[src/rtl/msk_share_loader_pkg.sv]
// Shared types and helpers for the masked share loader and its encoder.
package msk_share_loader_pkg;

  typedef enum logic {
    StLoad = 1'b0,
    StFull = 1'b1
  } state_e;

  // Flat position of share s of logical bit b in a d-share sharing.
  function automatic int unsigned idx(input int unsigned b, input int unsigned s,
                                      input int unsigned d);
    return b * d + s;
  endfunction

  function automatic int unsigned cnt_width(input int unsigned n);
    return (n > 1) ? $clog2(n) : 1;
  endfunction

endpackage

[src/rtl/msk_share_loader_encode.sv]
// Boolean masking encoder: one unmasked word plus d-1 random words -> W*d shares, bit-interleaved.
(* fv_prop = "encoder", fv_strat = "isolate" *)
module msk_share_loader_encode
  import msk_share_loader_pkg::*;
#(
  parameter int unsigned d = 2,
  parameter int unsigned W = 8
) (
  input  logic [W-1:0]                                          i_data,
  (* fv_type = "random", fv_count = 1, fv_rnd_count_0 = W * (d - 1) *)
  input  logic [W*(d-1)-1:0]                                    i_rnd,
  (* fv_type = "sharing", fv_latency = 0, fv_count = W *)
  output logic [W*d-1:0]                                        o_shares
);

  for (genvar b = 0; b < W; b++) begin : g_bit
    logic [d-2:0] w_rnd_bits;

    for (genvar j = 1; j < d; j++) begin : g_share
      assign w_rnd_bits[j-1] = i_rnd[(j-1)*W + b];
    end

    // Share 0 absorbs the data bit; the XOR is only ever consumed as share 0, never as data.
    assign o_shares[idx(b, 0, d) +: d] = {w_rnd_bits, i_data[b] ^ (^w_rnd_bits)};
  end

endmodule

[src/rtl/msk_share_loader.sv]
// Masked share loader: encodes NWORDS unmasked words into a d-share sharing and hands it downstream.
module msk_share_loader
  import msk_share_loader_pkg::*;
#(
  parameter int unsigned d      = 2,
  parameter int unsigned W      = 8,
  parameter int unsigned NWORDS = 4
) (
  input  logic                    clk,
  input  logic                    rst,
  input  logic [W-1:0]            in_data,
  input  logic                    in_valid,
  output logic                    in_ready,
  input  logic [W*(d-1)-1:0]      rnd,
  input  logic                    rnd_valid,
  output logic                    rnd_ready,
  output logic [W*NWORDS*d-1:0]   out_shares,
  output logic                    out_valid,
  input  logic                    out_ready
);

  localparam int unsigned CW = cnt_width(NWORDS);
  localparam int unsigned SW = W * d;
  localparam logic [CW-1:0] LastWord = CW'(NWORDS - 1);

  state_e        r_state, w_state_next;
  logic [CW-1:0] r_wcnt, w_wcnt_next;
  logic [SW-1:0] w_enc;
  logic          w_fire;

  msk_share_loader_encode #(
    .d (d),
    .W (W)
  ) u_encode (
    .i_data   (in_data),
    .i_rnd    (rnd),
    .o_shares (w_enc)
  );

  assign in_ready  = (r_state == StLoad) & ~rst;
  assign w_fire    = in_valid & rnd_valid & in_ready;
  assign rnd_ready = w_fire;
  assign out_valid = (r_state == StFull);

  always_comb begin
    w_state_next = r_state;
    w_wcnt_next  = r_wcnt;
    unique case (r_state)
      StLoad: begin
        if (w_fire) begin
          if (r_wcnt == LastWord) begin
            w_wcnt_next  = '0;
            w_state_next = StFull;
          end else begin
            w_wcnt_next = r_wcnt + 1'b1;
          end
        end
      end
      StFull: begin
        if (out_ready) begin
          w_state_next = StLoad;
        end
      end
      default: w_state_next = StLoad;
    endcase
  end

  always_ff @(posedge clk or posedge rst) begin
    if (rst) begin
      r_state <= StLoad;
      r_wcnt  <= '0;
    end else begin
      r_state <= w_state_next;
      r_wcnt  <= w_wcnt_next;
    end
  end

  // One register per word slot; slots not yet rewritten keep stale shares until overwritten.
  for (genvar k = 0; k < NWORDS; k++) begin : g_slot
    logic [SW-1:0] r_slot;

    always_ff @(posedge clk or posedge rst) begin
      if (rst) begin
        r_slot <= '0;
      end else if (w_fire && (r_wcnt == CW'(k))) begin
        r_slot <= w_enc;
      end
    end

    assign out_shares[k*SW +: SW] = r_slot;
  end

  a_full_stable: assert property (@(posedge clk) disable iff (rst)
    (r_state == StFull && !out_ready) |=> $stable(out_shares));

  a_no_fire_when_full: assert property (@(posedge clk) disable iff (rst)
    (r_state == StFull) |-> !rnd_ready);

  a_wcnt_range: assert property (@(posedge clk) disable iff (rst)
    r_wcnt <= LastWord);

endmodule
[config.mk]
export PLATFORM = sky130hd
export DESIGN_NAME = msk_share_loader
export DESIGN_NICKNAME = d
export VERILOG_FILES = /design/src/rtl/msk_share_loader_pkg.sv /design/src/rtl/msk_share_loader_encode.sv /design/src/rtl/msk_share_loader.sv
export SDC_FILE = /design/constraint.sdc
export NUM_CORES = 1
export LEC_CHECK = 0
export CAP_MARGIN = 0
export CORE_UTILIZATION = 35
export DETAILED_ROUTE_END_ITERATION = 10
export GPL_TIMING_DRIVEN = 0
export PLACE_DENSITY = 0.67
export SLEW_MARGIN = 20
export SYNTH_ARGS = -nofsm -noshare
export SYNTH_HDL_FRONTEND = slang
export SYNTH_SLANG_ARGS = --single-unit
export TNS_END_PERCENT = 1
[constraint.sdc]
create_clock -name clk -period 2.85 [get_ports clk]
set_input_delay 0.855 -clock clk [delete_from_list [all_inputs] [get_ports clk]]
set_output_delay 0.855 -clock clk [all_outputs]
set_load 0.05 [all_outputs]
# Word level (Yosys, flattened, before mapping)

Index checks and enable logic that the tools add are counted.

$add $sub $neg: 1
Equal/unequal tests: 3
Mux-type cells: 5
Bitwise gates (word level): 13
Reduce and logical (&&, ||, !) cells: 6

Operators by type and width:

| cell                                          | number |
|---|---|
| bitwise XOR 1 bit                             | 8 |
| == test 2 bit, second input constant          | 2 |
| logical AND 1 bit                             | 4 |
| AND 1 bit                                     | 3 |
| two-way mux 1 bit                             | 3 |
| adder 2 x 1 -> 2 bit, second input constant   | 1 |
| == test 2 x 1 -> 1 bit, second input constant | 1 |
| logical NOT 2 bit                             | 1 |
| two-way mux 2 bit                             | 1 |
| inverter 1 bit                                | 2 |
| case mux 1 bit (2 select lines)               | 1 |
| AND reduction 2 bit                           | 1 |

Register bits after elaboration: 67
Output and inout port bits: 67
Logic and storage cells: 34

# Depth between registers and ports, before layout

Gate-level depths: netlist of the first run.

Depth in word-level cells: 5
Gate-level depth with buffers: 5
Depth with buffers taken out: 4

# Hierarchy

Synthesis of the first run repeated with hierarchy kept, for this count alone.

Cell total of the unflattened synthesis: 172
Area, all modules: 2,783.9 um2

Modules (own cells, without submodules):

| module                  | instances | cells each | area each (um2) | seq. area each (um2) |
|---|---|---|---|---|
| msk_share_loader        | 1         | 156        | 2,653.8         | 1,676.6 |
| msk_share_loader_encode | 1         | 16         | 130.1           | 0.0 |

# Worst setup path before layout of the first run

Ideal clock, no wire load.

Kind: input to output
Start point: input rst
End point: output in_ready
Arrival time: 1.509 ns
Data required time: 1.995 ns
Setup slack: 0.486 ns
Cell stages on the path: 1
Buffers on the path: 0
Cells stage by stage: nor2_1

Cells in the longest elaborated chain, start to end: 2

RTL lines:

| what            | line                   | text |
|---|---|---|
| start, declared | msk_share_loader.sv:10 | `input logic rst,` |
| inverter 1 bit  | msk_share_loader.sv:40 | `assign in_ready = (r_state == StLoad) & ~rst;` |
| AND 1 bit       | msk_share_loader.sv:40 |  |
| end, declared   | msk_share_loader.sv:13 | `output logic in_ready,` |

Every way passes these cells.

# Worst setup path after layout of the first run

Start point: input in_valid
End point: output rnd_ready

Cells in the longest elaborated chain, start to end: 2

RTL lines:

| what                    | line                   | text |
|---|---|---|
| start, declared         | msk_share_loader.sv:12 | `input logic in_valid,` |
| AND 1 bit (2 in series) | msk_share_loader.sv:41 | `assign w_fire = in_valid & rnd_valid & in_ready;` |
| end, declared           | msk_share_loader.sv:16 | `output logic rnd_ready,` |

Every way passes these cells.

==> impl_metrics.prom, run 1 <==
# TYPE chip_impl_metric gauge
chip_impl_metric{name="worstSetupPathDepth",unit=""} 4
chip_impl_metric{name="area_growth",unit="%"} 44.83
chip_impl_info{name="root_buffer",value="clkbuf_8"} 1
chip_impl_info{name="flip_flop_cell_with_the_highest_count_after_synthesis",value="dfrtp_1"} 1
chip_impl_metric{name="ioPinCount",unit=""} 88
chip_impl_metric{name="clkSinkCount",unit=""} 67
chip_impl_metric{name="total_wire_length",unit="um"} 5659
chip_impl_metric{name="mappedNetlistArea",unit="um^2"} 2724
chip_impl_metric{name="globalRouteTotalUtil",unit=""} 0.1541
chip_impl_metric{name="timing_worst_slew_pin_value",unit="ns"} 0.5404
chip_impl_metric{name="grt.overflow.total",unit=""} 0
chip_impl_metric{name="die_x",unit="um"} 90.22
chip_impl_info{name="synth_top_family_by_area",value="multiplexers"} 1
chip_impl_metric{name="placement.io_buffers",unit=""} 87
chip_impl_metric{name="die-height",unit="um"} 90.22
chip_impl_metric{name="finalCriticalPeriod",unit="ns"} 2.769
chip_impl_metric{name="antenna_left",unit=""} 0
chip_impl_metric{name="synthMuxAreaShare",unit=""} 0.2646
chip_impl_metric{name="synth-warning-count",unit=""} 0
chip_impl_metric{name="wl_per_cell",unit="um"} 15.42
chip_impl_info{name="rsz0062_at_grt",value="no"} 1
chip_impl_metric{name="sum_of_net_half_perimeters_after_detailed_placement",unit="um"} 3956
chip_impl_info{name="path_delay_family",value="buffers and inverters"} 1
chip_impl_metric{name="cts.htree.levels",unit=""} 3
chip_impl_metric{name="cp.required",unit="ns"} 2.00
chip_impl_metric{name="worst-r2r-cell-count",unit=""} 5
chip_impl_metric{name="worstSkewPairLatency",unit="ns"} 0.33
chip_impl_info{name="worstPathCellList",value="clkdlybuf4s50_1 > and4bb_2 > buf_12 > buf_6"} 1
chip_impl_metric{name="synth_edf_count",unit=""} 0
chip_impl_metric{name="grt_start_max_net_pins",unit=""} 52
chip_impl_metric{name="post_synth_and_or_nand_nor_area_fraction",unit=""} 0.03950
chip_impl_metric{name="post-synth-top-area-fraction",unit=""} 0.6155
chip_impl_metric{name="cts_setup_buffers",unit=""} 0
chip_impl_metric{name="cap_viol_max_count",unit=""} 0
chip_impl_info{name="worstHoldPathType",value="reg -> reg"} 1
chip_impl_info{name="worstSetupEndpointType",value="output port"} 1
chip_impl_metric{name="dr_total_vias",unit=""} 1669
chip_impl_metric{name="postSynthCellCount",unit=""} 164
chip_impl_metric{name="drt_iter0_drc",unit=""} 19
chip_impl_metric{name="worst_hold_slack",unit="ns"} 0.5051
chip_impl_metric{name="clkTransAtPathRegs",unit="ns"} 0.06
chip_impl_metric{name="synthAdderAreaFrac",unit=""} 0.01837
chip_impl_metric{name="cpPeakStageDelay",unit="ns"} 0.45
chip_impl_metric{name="setup_viol",unit=""} 0
chip_impl_info{name="post-synth-top-area-cell",value="dfrtp_1"} 1
chip_impl_info{name="crit_path_top_delay_cell",value="clkdlybuf4s50_1"} 1
chip_impl_metric{name="count_of_final_hold_check_violations",unit=""} 0
chip_impl_metric{name="post_synth_xor_area_fraction",unit=""} 0.02572
chip_impl_info{name="crit_type",value="in -> out"} 1
chip_impl_metric{name="arrival_worst_endpoint",unit="ns"} 1.91
chip_impl_metric{name="drive_above_1_share",unit=""} 0.3433
chip_impl_metric{name="crit_buf_inv",unit=""} 3
chip_impl_info{name="outcome",value="completed"} 1
chip_impl_info{name="startpoint_type",value="input pin"} 1
chip_impl_metric{name="first_pass_iters",unit=""} 3
chip_impl_metric{name="vias_in_the_first_global_route",unit=""} 1775
chip_impl_metric{name="postSynthRegisterBits",unit=""} 67
chip_impl_metric{name="synth_cell_types",unit=""} 13
chip_impl_metric{name="die_area",unit="um^2"} 8140
chip_impl_info{name="synth_common_cells",value="67 x dfrtp_1, 64 x mux2_2, 8 x xor2_1"} 1
chip_impl_metric{name="cts-root-to-sink-buffers",unit=""} 2
chip_impl_metric{name="timing.fmax",unit="MHz"} 361.2
chip_impl_info{name="ys_top_cells_by_area",value="dfrtp_1 62%, mux2_2 26%, nand2_8 2.9%"} 1
chip_impl_metric{name="final_stage_net_count",unit=""} 288
chip_impl_metric{name="synth_area_per_cell",unit="um^2"} 16.61
chip_impl_metric{name="row_count",unit=""} 31
chip_impl_metric{name="final_core_utilization",unit=""} 0.5353
chip_impl_metric{name="slew_headroom",unit=""} 0.6386
chip_impl_metric{name="n_antenna_cell",unit=""} 0
chip_impl_metric{name="portion_of_the_clock_cycle_consumed_by_the_worst_path_in_the_final_layout",unit=""} 0.9715
chip_impl_metric{name="rrSetupSlack",unit="ns"} 1.29
chip_impl_metric{name="ys_async_sr_fraction",unit=""} 1.000
chip_impl_info{name="cts_tree",value="built"} 1
chip_impl_metric{name="synth_compound_gate_area_share",unit=""} 0.005512
chip_impl_metric{name="route.detailed.drc",unit=""} 0
chip_impl_metric{name="critPathMaxFanout",unit=""} 9
chip_impl_metric{name="grt_first_pass_wirelength",unit="um"} 9556
chip_impl_metric{name="final_gp_congestion",unit=""} 0.6801
chip_impl_metric{name="initial_antenna_violation_count",unit=""} 0
chip_impl_metric{name="postSynthNetCount",unit=""} 189
chip_impl_metric{name="synth.yosys.seq_area_share",unit=""} 0.6155
chip_impl_metric{name="worst_clock_skew",unit="ns"} 0.01124
chip_impl_metric{name="core-area",unit="um^2"} 7370
chip_impl_info{name="synthMostInstantiatedCell",value="dfrtp_1"} 1
chip_impl_metric{name="worstHoldPathCells",unit=""} 1
chip_impl_metric{name="routed_via_density",unit=""} 4.548
chip_impl_metric{name="floorplan.initialDensity",unit=""} 0.3696
chip_impl_metric{name="cts_made_buffers",unit=""} 9
chip_impl_metric{name="slew_viol_final",unit=""} 0
[registers in the layout, summed over array words and instances (netlist names)]
name	flops
g_slot.r_slot	64
r_wcnt	2
out_valid	1
[cell families (layout without fill, tap and decap cells)]
family / after synthesis / in the layout
adders and majority gates: 4 / 4
DFF: 67 / 67
buffers and inverters: 9 / 113
AOI/OAI and AO/OA: 3 / 3
and+or+nand+nor: 9 / 9
xor gates and xnor gates: 8 / 8
muxes: 64 / 64
[placed cells by master, fill, tap and decap left out, drive strengths merged]
cell type,instances
clkdlybuf4s50,84
and4bb,1
clkinvlp,1
clkbuf,11
dlygate4sd2,1
o21ai,3
dfrtp,67
dlymetal6s2s,1
mux2,64
buf,7
nor2,2
clkinv,3
ha,4
nand2,6
xor2,8
bufinv,1
inv,4
[repair_timing]
action / 4_1_cts / 5_1_grt
hold buffers: 0 / 0
gates resized for setup: 8 / 1
setup endpoints to repair: 2 / 2
pin swaps: 0 / 1
[path summary, 6_finish.rpt]
kind                                      from                  end
setup / recovery                      in_valid            rnd_ready
hold / removal             g_slot[3].r_slot[6]  g_slot[3].r_slot[6]
setup reg to reg                     out_valid  g_slot[3].r_slot[0]
hold reg to reg            g_slot[3].r_slot[6]  g_slot[3].r_slot[6]
max in group asynchronous                  rst  g_slot[1].r_slot[1]
min in group asynchronous                  rst  g_slot[0].r_slot[9]
[routing by layer]
layer / wire, um / track usage / vias up
met5: 0 / 0 / -
met4: 121 / 0.08065 / 0
met3: 268 / 0.03892 / 9
met2: 2807 / 0.2475 / 49
met1: 2461 / 0.1915 / 841
li1: - / - / 770
[cell type report]
type / instances / area, um^2
fillers: 641 / 3425
flip-flops and latches: 67 / 1677
plain buffers: 5 / 68.82
clock inverters: 5 / 52.55
inverters: 4 / 17.52
well taps: 99 / 123.9
multi-input cells: 88 / 963.4
repair buffers: 88 / 900.9
clock buffers: 11 / 141.4
[per-stage QoR]
stage | std cells | setup WS, ns | area [um^2] | setup TNS, ns
finish | 367 | 0.08133 | 3945 | 0
global route | 367 | 0.05542 | 3945 | 0
CTS | 367 | -0.05102 | 3943 | -0.05102
detailed placement | 351 | -0.6837 | 3749 | -0.9461
global placement | 350 | -0.9380 | 3719 | -63.47
floorplan | 164 | 0.3118 | 2724 | 0
Power of run 1 is left out: the tool's default activity adds up to more than one toggle a clock period on the data nets, which glitch-free logic cannot reach.
==> run 2: changes to the inputs <==
--- a/config.mk
+++ b/config.mk
@@ -8,8 +8,9 @@
 export CAP_MARGIN = 0
 export CORE_UTILIZATION = 35
 export DETAILED_ROUTE_END_ITERATION = 10
+export DONT_BUFFER_PORTS = 1
 export GPL_TIMING_DRIVEN = 0
-export PLACE_DENSITY = 0.67
+export PLACE_DENSITY = 0.53
 export SLEW_MARGIN = 20
 export SYNTH_ARGS = -nofsm -noshare
 export SYNTH_HDL_FRONTEND = slang
==> impl_metrics.prom, run 2 (synthesized netlist as in run 1, its figures left out) <==
# TYPE chip_impl_metric gauge
chip_impl_metric{name="globalRouteTotalUtil",unit=""} 0.1485
chip_impl_info{name="mostFrequentLayoutCells",value="67 x dfrtp_1, 64 x mux2_2, 10 x clkbuf_8"} 1
chip_impl_metric{name="drt_iter0_drc",unit=""} 31
chip_impl_metric{name="cpPeakStageDelay",unit="ns"} 0.76
chip_impl_metric{name="postLayoutCellArea",unit="um^2"} 3059
chip_impl_info{name="setup.worst_path.end",value="in_ready"} 1
chip_impl_metric{name="count_of_final_hold_check_violations",unit=""} 0
chip_impl_info{name="mostFrequentLayoutCell",value="dfrtp_1"} 1
chip_impl_metric{name="area.sequential",unit="um^2"} 1677
chip_impl_info{name="outcome",value="completed"} 1
chip_impl_metric{name="cts_setup_buffers",unit=""} 0
chip_impl_metric{name="clkSinkCount",unit=""} 67
chip_impl_metric{name="cts_hold_repair.buffers",unit=""} 0
chip_impl_metric{name="sum_of_net_half_perimeters_after_detailed_placement",unit="um"} 3737
chip_impl_metric{name="worstSetupPathDepth",unit=""} 1
chip_impl_metric{name="die_area",unit="um^2"} 8140
chip_impl_metric{name="cap_viol_max_count",unit=""} 0
chip_impl_metric{name="first_pass_iters",unit=""} 4
chip_impl_metric{name="timing_worst_slew_pin_value",unit="ns"} 0.8732
chip_impl_metric{name="cts.repair.resized",unit=""} 0
chip_impl_metric{name="ioPinCount",unit=""} 88
chip_impl_metric{name="slew_viol_final",unit=""} 0
chip_impl_info{name="worst_setup_path_startpoint",value="out_valid"} 1
chip_impl_metric{name="place_area",unit="um^2"} 2878
chip_impl_metric{name="antenna_left",unit=""} 0
chip_impl_metric{name="total_wire_length",unit="um"} 5389
chip_impl_metric{name="critPathMaxFanout",unit=""} 4
chip_impl_metric{name="arrival_worst_endpoint",unit="ns"} 1.67
chip_impl_metric{name="dr_total_vias",unit=""} 1375
chip_impl_metric{name="placement.io_buffers",unit=""} 0
chip_impl_metric{name="wl_per_cell",unit="um"} 19.38
chip_impl_metric{name="post-place-cells",unit=""} 264
chip_impl_info{name="top_register",value="g_slot.r_slot"} 1
chip_impl_metric{name="area_growth",unit="%"} 12.31
chip_impl_info{name="critical_path.reg2reg.endpoint",value="g_slot[1].r_slot[3]"} 1
chip_impl_metric{name="n_antenna_cell",unit=""} 0
chip_impl_metric{name="worst_hold_slack",unit="ns"} 0.2748
chip_impl_info{name="r2r-start",value="out_valid"} 1
chip_impl_info{name="cts_tree",value="built"} 1
chip_impl_metric{name="fillerInstances",unit=""} 687
chip_impl_info{name="path_delay_family",value="simple AND/OR/NAND/NOR gates"} 1
chip_impl_metric{name="cp.required",unit="ns"} 2.00
chip_impl_metric{name="rrSetupSlack",unit="ns"} 0.92
chip_impl_info{name="rsz0062_at_grt",value="no"} 1
chip_impl_metric{name="grt.overflow.total",unit=""} 0
chip_impl_metric{name="cts.htree.levels",unit=""} 3
chip_impl_metric{name="drive_above_1_share",unit=""} 0.4972
chip_impl_metric{name="slew_headroom",unit=""} 0.4157
chip_impl_metric{name="largest_register_ff_count",unit=""} 64
chip_impl_metric{name="finalCriticalPeriod",unit="ns"} 2.527
chip_impl_metric{name="final_stage_net_count",unit=""} 201
chip_impl_info{name="crit_path_top_delay_cell",value="nor2_1"} 1
chip_impl_metric{name="initial_antenna_violation_count",unit=""} 0
chip_impl_metric{name="routed_via_density",unit=""} 4.946
chip_impl_metric{name="cts_made_buffers",unit=""} 9
chip_impl_metric{name="core-area",unit="um^2"} 7370
chip_impl_metric{name="vias_in_the_first_global_route",unit=""} 1612
chip_impl_info{name="root_buffer",value="clkbuf_8"} 1
chip_impl_metric{name="worstSkewPairLatency",unit="ns"} 0.33
chip_impl_metric{name="finish.cell_count_without_fillers",unit=""} 278
chip_impl_info{name="worstSetupEndpointType",value="output port"} 1
chip_impl_metric{name="cts-root-to-sink-buffers",unit=""} 2
chip_impl_metric{name="row_count",unit=""} 31
chip_impl_info{name="startpoint_type",value="register"} 1
chip_impl_info{name="crit_type",value="reg -> out"} 1
chip_impl_metric{name="portion_of_the_clock_cycle_consumed_by_the_worst_path_in_the_final_layout",unit=""} 0.8868
chip_impl_metric{name="setup_viol",unit=""} 0
chip_impl_metric{name="die_x",unit="um"} 90.22
chip_impl_metric{name="grt_start_max_net_pins",unit=""} 61
chip_impl_metric{name="final_gp_congestion",unit=""} 0.7118
chip_impl_metric{name="clkTransAtPathRegs",unit="ns"} 0.07
chip_impl_metric{name="grt_first_pass_wirelength",unit="um"} 8901
chip_impl_info{name="worstHoldPathType",value="in -> async"} 1
chip_impl_metric{name="route.detailed.drc",unit=""} 0
chip_impl_metric{name="crit_buf_inv",unit=""} 0
chip_impl_metric{name="worst_clock_skew",unit="ns"} 0.006064
chip_impl_metric{name="timing.fmax",unit="MHz"} 395.6
chip_impl_metric{name="floorplan.initialDensity",unit=""} 0.3696
chip_impl_metric{name="final_core_utilization",unit=""} 0.4151
chip_impl_info{name="worstPathCellList",value="nor2_1"} 1
chip_impl_metric{name="combined_area_of_the_multi_input_logic_cells",unit="um^2"} 963.4
chip_impl_metric{name="worst-r2r-cell-count",unit=""} 5
chip_impl_metric{name="die-height",unit="um"} 90.22
-- run 2: stage by stage --
stage	setup slack [ns]	TNS (ns)
2_1_floorplan	0.3118	0
3_3_place_gp	-0.2215	-14.71
3_5_place_dp	0.4806	0
4_1_cts	0.2875	0
5_1_grt	0.2572	0
6_report	0.3225	0
-- run 2: layout make-up --
type	count	share of cell area
plain buffers	5	0.02249
inverters	4	0.005726
repair buffers	1	0.008998
clock inverters	3	0.01309
well taps	99	0.04049
multi-input cells	88	0.3149
clock buffers	11	0.04622
flip-flops and latches	67	0.5481
-- run 2: how the worst min path moves through the flow --
stage	startpoint	to	slack, ns
after global placement	r_wcnt[0]	r_wcnt[0]	0.60
after global routing	rst	out_valid	0.26
after CTS	rst	out_valid	0.25
after detailed placement	rst	g_slot[3].r_slot[8]	0.63
after floorplan	r_wcnt[0]	r_wcnt[0]	0.58
final	rst	out_valid	0.27
-- run 2: metal layers --
layer,wire length [um],vias up,share of wire,track usage
met5,0,-,0,0
met4,162,0,0.030,0.09274
met3,329,16,0.061,0.04992
met2,2796,53,0.52,0.2405
met1,2101,716,0.39,0.1687
li1,-,590,-,-
Power of run 2 is left out for the same reason.
==> run 3: changes to the inputs <==
--- a/config.mk
+++ b/config.mk
@@ -6,11 +6,11 @@
 export NUM_CORES = 1
 export LEC_CHECK = 0
 export CAP_MARGIN = 0
-export CORE_UTILIZATION = 35
+export CORE_UTILIZATION = 62
 export DETAILED_ROUTE_END_ITERATION = 10
 export DONT_BUFFER_PORTS = 1
 export GPL_TIMING_DRIVEN = 0
-export PLACE_DENSITY = 0.53
+export PLACE_DENSITY = 0.82
 export SLEW_MARGIN = 20
 export SYNTH_ARGS = -nofsm -noshare
 export SYNTH_HDL_FRONTEND = slang
==> impl_metrics.prom, run 3 (synthesized netlist as in run 1, its figures left out) <==
# TYPE chip_impl_metric gauge
chip_impl_metric{name="slew_viol_final",unit=""} 0
chip_impl_metric{name="setup_tns",unit="ns"} 0
chip_impl_metric{name="slew_headroom",unit=""} 0.4107
chip_impl_metric{name="place_area",unit="um^2"} 2816
chip_impl_metric{name="n_antenna_cell",unit=""} 0
chip_impl_info{name="root_buffer",value="clkbuf_8"} 1
chip_impl_info{name="cts_tree",value="built"} 1
chip_impl_metric{name="cts.htree.levels",unit=""} 3
chip_impl_metric{name="cts_setup_buffers",unit=""} 0
chip_impl_info{name="mostFrequentLayoutCell",value="dfrtp_1"} 1
chip_impl_metric{name="timing.fmax",unit="MHz"} 395.9
chip_impl_metric{name="cts_hold_repair.buffers",unit=""} 0
chip_impl_metric{name="cts-root-to-sink-buffers",unit=""} 2
chip_impl_info{name="path_delay_family",value="simple AND/OR/NAND/NOR gates"} 1
chip_impl_metric{name="largest_register_ff_count",unit=""} 64
chip_impl_info{name="top_register",value="g_slot.r_slot"} 1
chip_impl_info{name="crit_type",value="reg -> out"} 1
chip_impl_metric{name="drive_above_1_share",unit=""} 0.5028
chip_impl_metric{name="grt.overflow.total",unit=""} 0
chip_impl_metric{name="placement.io_buffers",unit=""} 0
chip_impl_metric{name="floorplan.initialDensity",unit=""} 0.6619
chip_impl_metric{name="worst_clock_skew",unit="ns"} 0.007223
chip_impl_metric{name="worst_hold_slack",unit="ns"} 0.3316
chip_impl_metric{name="routed_via_density",unit=""} 5.892
chip_impl_metric{name="final_stage_net_count",unit=""} 201
chip_impl_metric{name="core-area",unit="um^2"} 4115
chip_impl_metric{name="critPathMaxFanout",unit=""} 4
chip_impl_info{name="startpoint_type",value="register"} 1
chip_impl_metric{name="die_area",unit="um^2"} 4662
chip_impl_metric{name="grt_start_max_net_pins",unit=""} 50
chip_impl_metric{name="detailedPlace.worstSlack",unit="ns"} 0.4713
chip_impl_metric{name="drt_iter0_drc",unit=""} 82
chip_impl_metric{name="dr_total_vias",unit=""} 1361
chip_impl_info{name="crit_path_top_delay_cell",value="nor2_1"} 1
chip_impl_metric{name="postLayoutCellArea",unit="um^2"} 3010
chip_impl_metric{name="count_of_final_hold_check_violations",unit=""} 0
chip_impl_info{name="worstPathCellList",value="nor2_1"} 1
chip_impl_metric{name="clkTransAtPathRegs",unit="ns"} 0.07
chip_impl_info{name="mostFrequentLayoutCells",value="67 x dfrtp_1, 64 x mux2_2, 10 x clkbuf_8"} 1
chip_impl_metric{name="antenna_left",unit=""} 0
chip_impl_metric{name="worstSkewPairLatency",unit="ns"} 0.33
chip_impl_metric{name="ioPinCount",unit=""} 88
chip_impl_metric{name="initial_antenna_violation_count",unit=""} 0
chip_impl_metric{name="area_growth",unit="%"} 10.52
chip_impl_metric{name="clkSinkCount",unit=""} 67
chip_impl_metric{name="total_wire_length",unit="um"} 4684
chip_impl_metric{name="crit_buf_inv",unit=""} 0
chip_impl_metric{name="row_count",unit=""} 23
chip_impl_metric{name="arrival_worst_endpoint",unit="ns"} 1.67
chip_impl_metric{name="setup_viol",unit=""} 0
chip_impl_metric{name="cts.repair.resized",unit=""} 0
chip_impl_metric{name="portion_of_the_clock_cycle_consumed_by_the_worst_path_in_the_final_layout",unit=""} 0.8863
chip_impl_metric{name="cap_viol_max_count",unit=""} 0
chip_impl_metric{name="grt_first_pass_wirelength",unit="um"} 6934
chip_impl_info{name="worstSetupEndpointType",value="output port"} 1
chip_impl_metric{name="route.detailed.drc",unit=""} 0
chip_impl_metric{name="cts_made_buffers",unit=""} 9
chip_impl_metric{name="sum_of_net_half_perimeters_after_detailed_placement",unit="um"} 3322
chip_impl_metric{name="fillerInstances",unit=""} 280
chip_impl_metric{name="final_gp_congestion",unit=""} 0.7186
chip_impl_metric{name="first_pass_iters",unit=""} 4
chip_impl_info{name="outcome",value="completed"} 1
chip_impl_metric{name="cp.required",unit="ns"} 2.00
chip_impl_metric{name="finalCriticalPeriod",unit="ns"} 2.526
chip_impl_metric{name="timing_worst_slew_pin_value",unit="ns"} 0.8807
chip_impl_info{name="rsz0062_at_grt",value="no"} 1
chip_impl_metric{name="die_x",unit="um"} 68.28
chip_impl_info{name="worstHoldPathType",value="in -> async"} 1
chip_impl_metric{name="cpPeakStageDelay",unit="ns"} 0.76
chip_impl_metric{name="worst_slack",unit="ns"} 0.3240
chip_impl_metric{name="vias_in_the_first_global_route",unit=""} 1432
chip_impl_metric{name="globalRouteTotalUtil",unit=""} 0.2175
chip_impl_metric{name="die-height",unit="um"} 68.28
chip_impl_metric{name="wl_per_cell",unit="um"} 20.28
==> run 3: cell count changes in the layout (fill, tap and decap cells not counted), sizes merged <==
cell | before | now
clkinv | 2 | 3
clkinvlp | 0 | 1
==> run 3: final timing paths <==
| path | startpoint | to | slack, ns | cells past startpoint |
|---|---|---|---|---|
| max reg2reg | out_valid | g_slot[1].r_slot[5] | 0.93 | 5 |
| max in group asynchronous | rst | g_slot[0].r_slot[0] | 2.03 | 2 |
| min in group clk | r_wcnt[0] | r_wcnt[0] | 0.64 | 3 |
| max | out_valid | in_ready | 0.32 | 1 |
| min reg2reg | r_wcnt[0] | r_wcnt[0] | 0.64 | 3 |
| min | rst | g_slot[2].r_slot[10] | 0.33 | 1 |
==> run 3: routing by layer <==
layer | share of wire | vias up | GRT usage
li1 | - | 590 | -
met2 | 0.53 | 51 | 0.3517
met1 | 0.38 | 715 | 0.2450
met5 | 0 | - | 0
met3 | 0.077 | 5 | 0.09500
met4 | 0.010 | 0 | 0.1042
==> run 3: layout make-up <==
cell class	instances	area, um^2	share of cell area
well taps	50	62.56	0.02078
multi-input cells	88	963.4	0.3200
flip-flops and latches	67	1677	0.5569
clock inverters	5	52.55	0.01746
repair buffers	1	27.53	0.009144
plain buffers	5	68.82	0.02286
inverters	4	17.52	0.005819
clock buffers	11	141.4	0.04697
==> run 3: stage by stage <==
step,util,instances
final,0.7315,231
after global routing,0.7315,231
after CTS,0.7315,231
after detailed placement,0.6844,215
after global placement,0.6771,214
after floorplan,-,164
Power of run 3 is left out for the same reason.
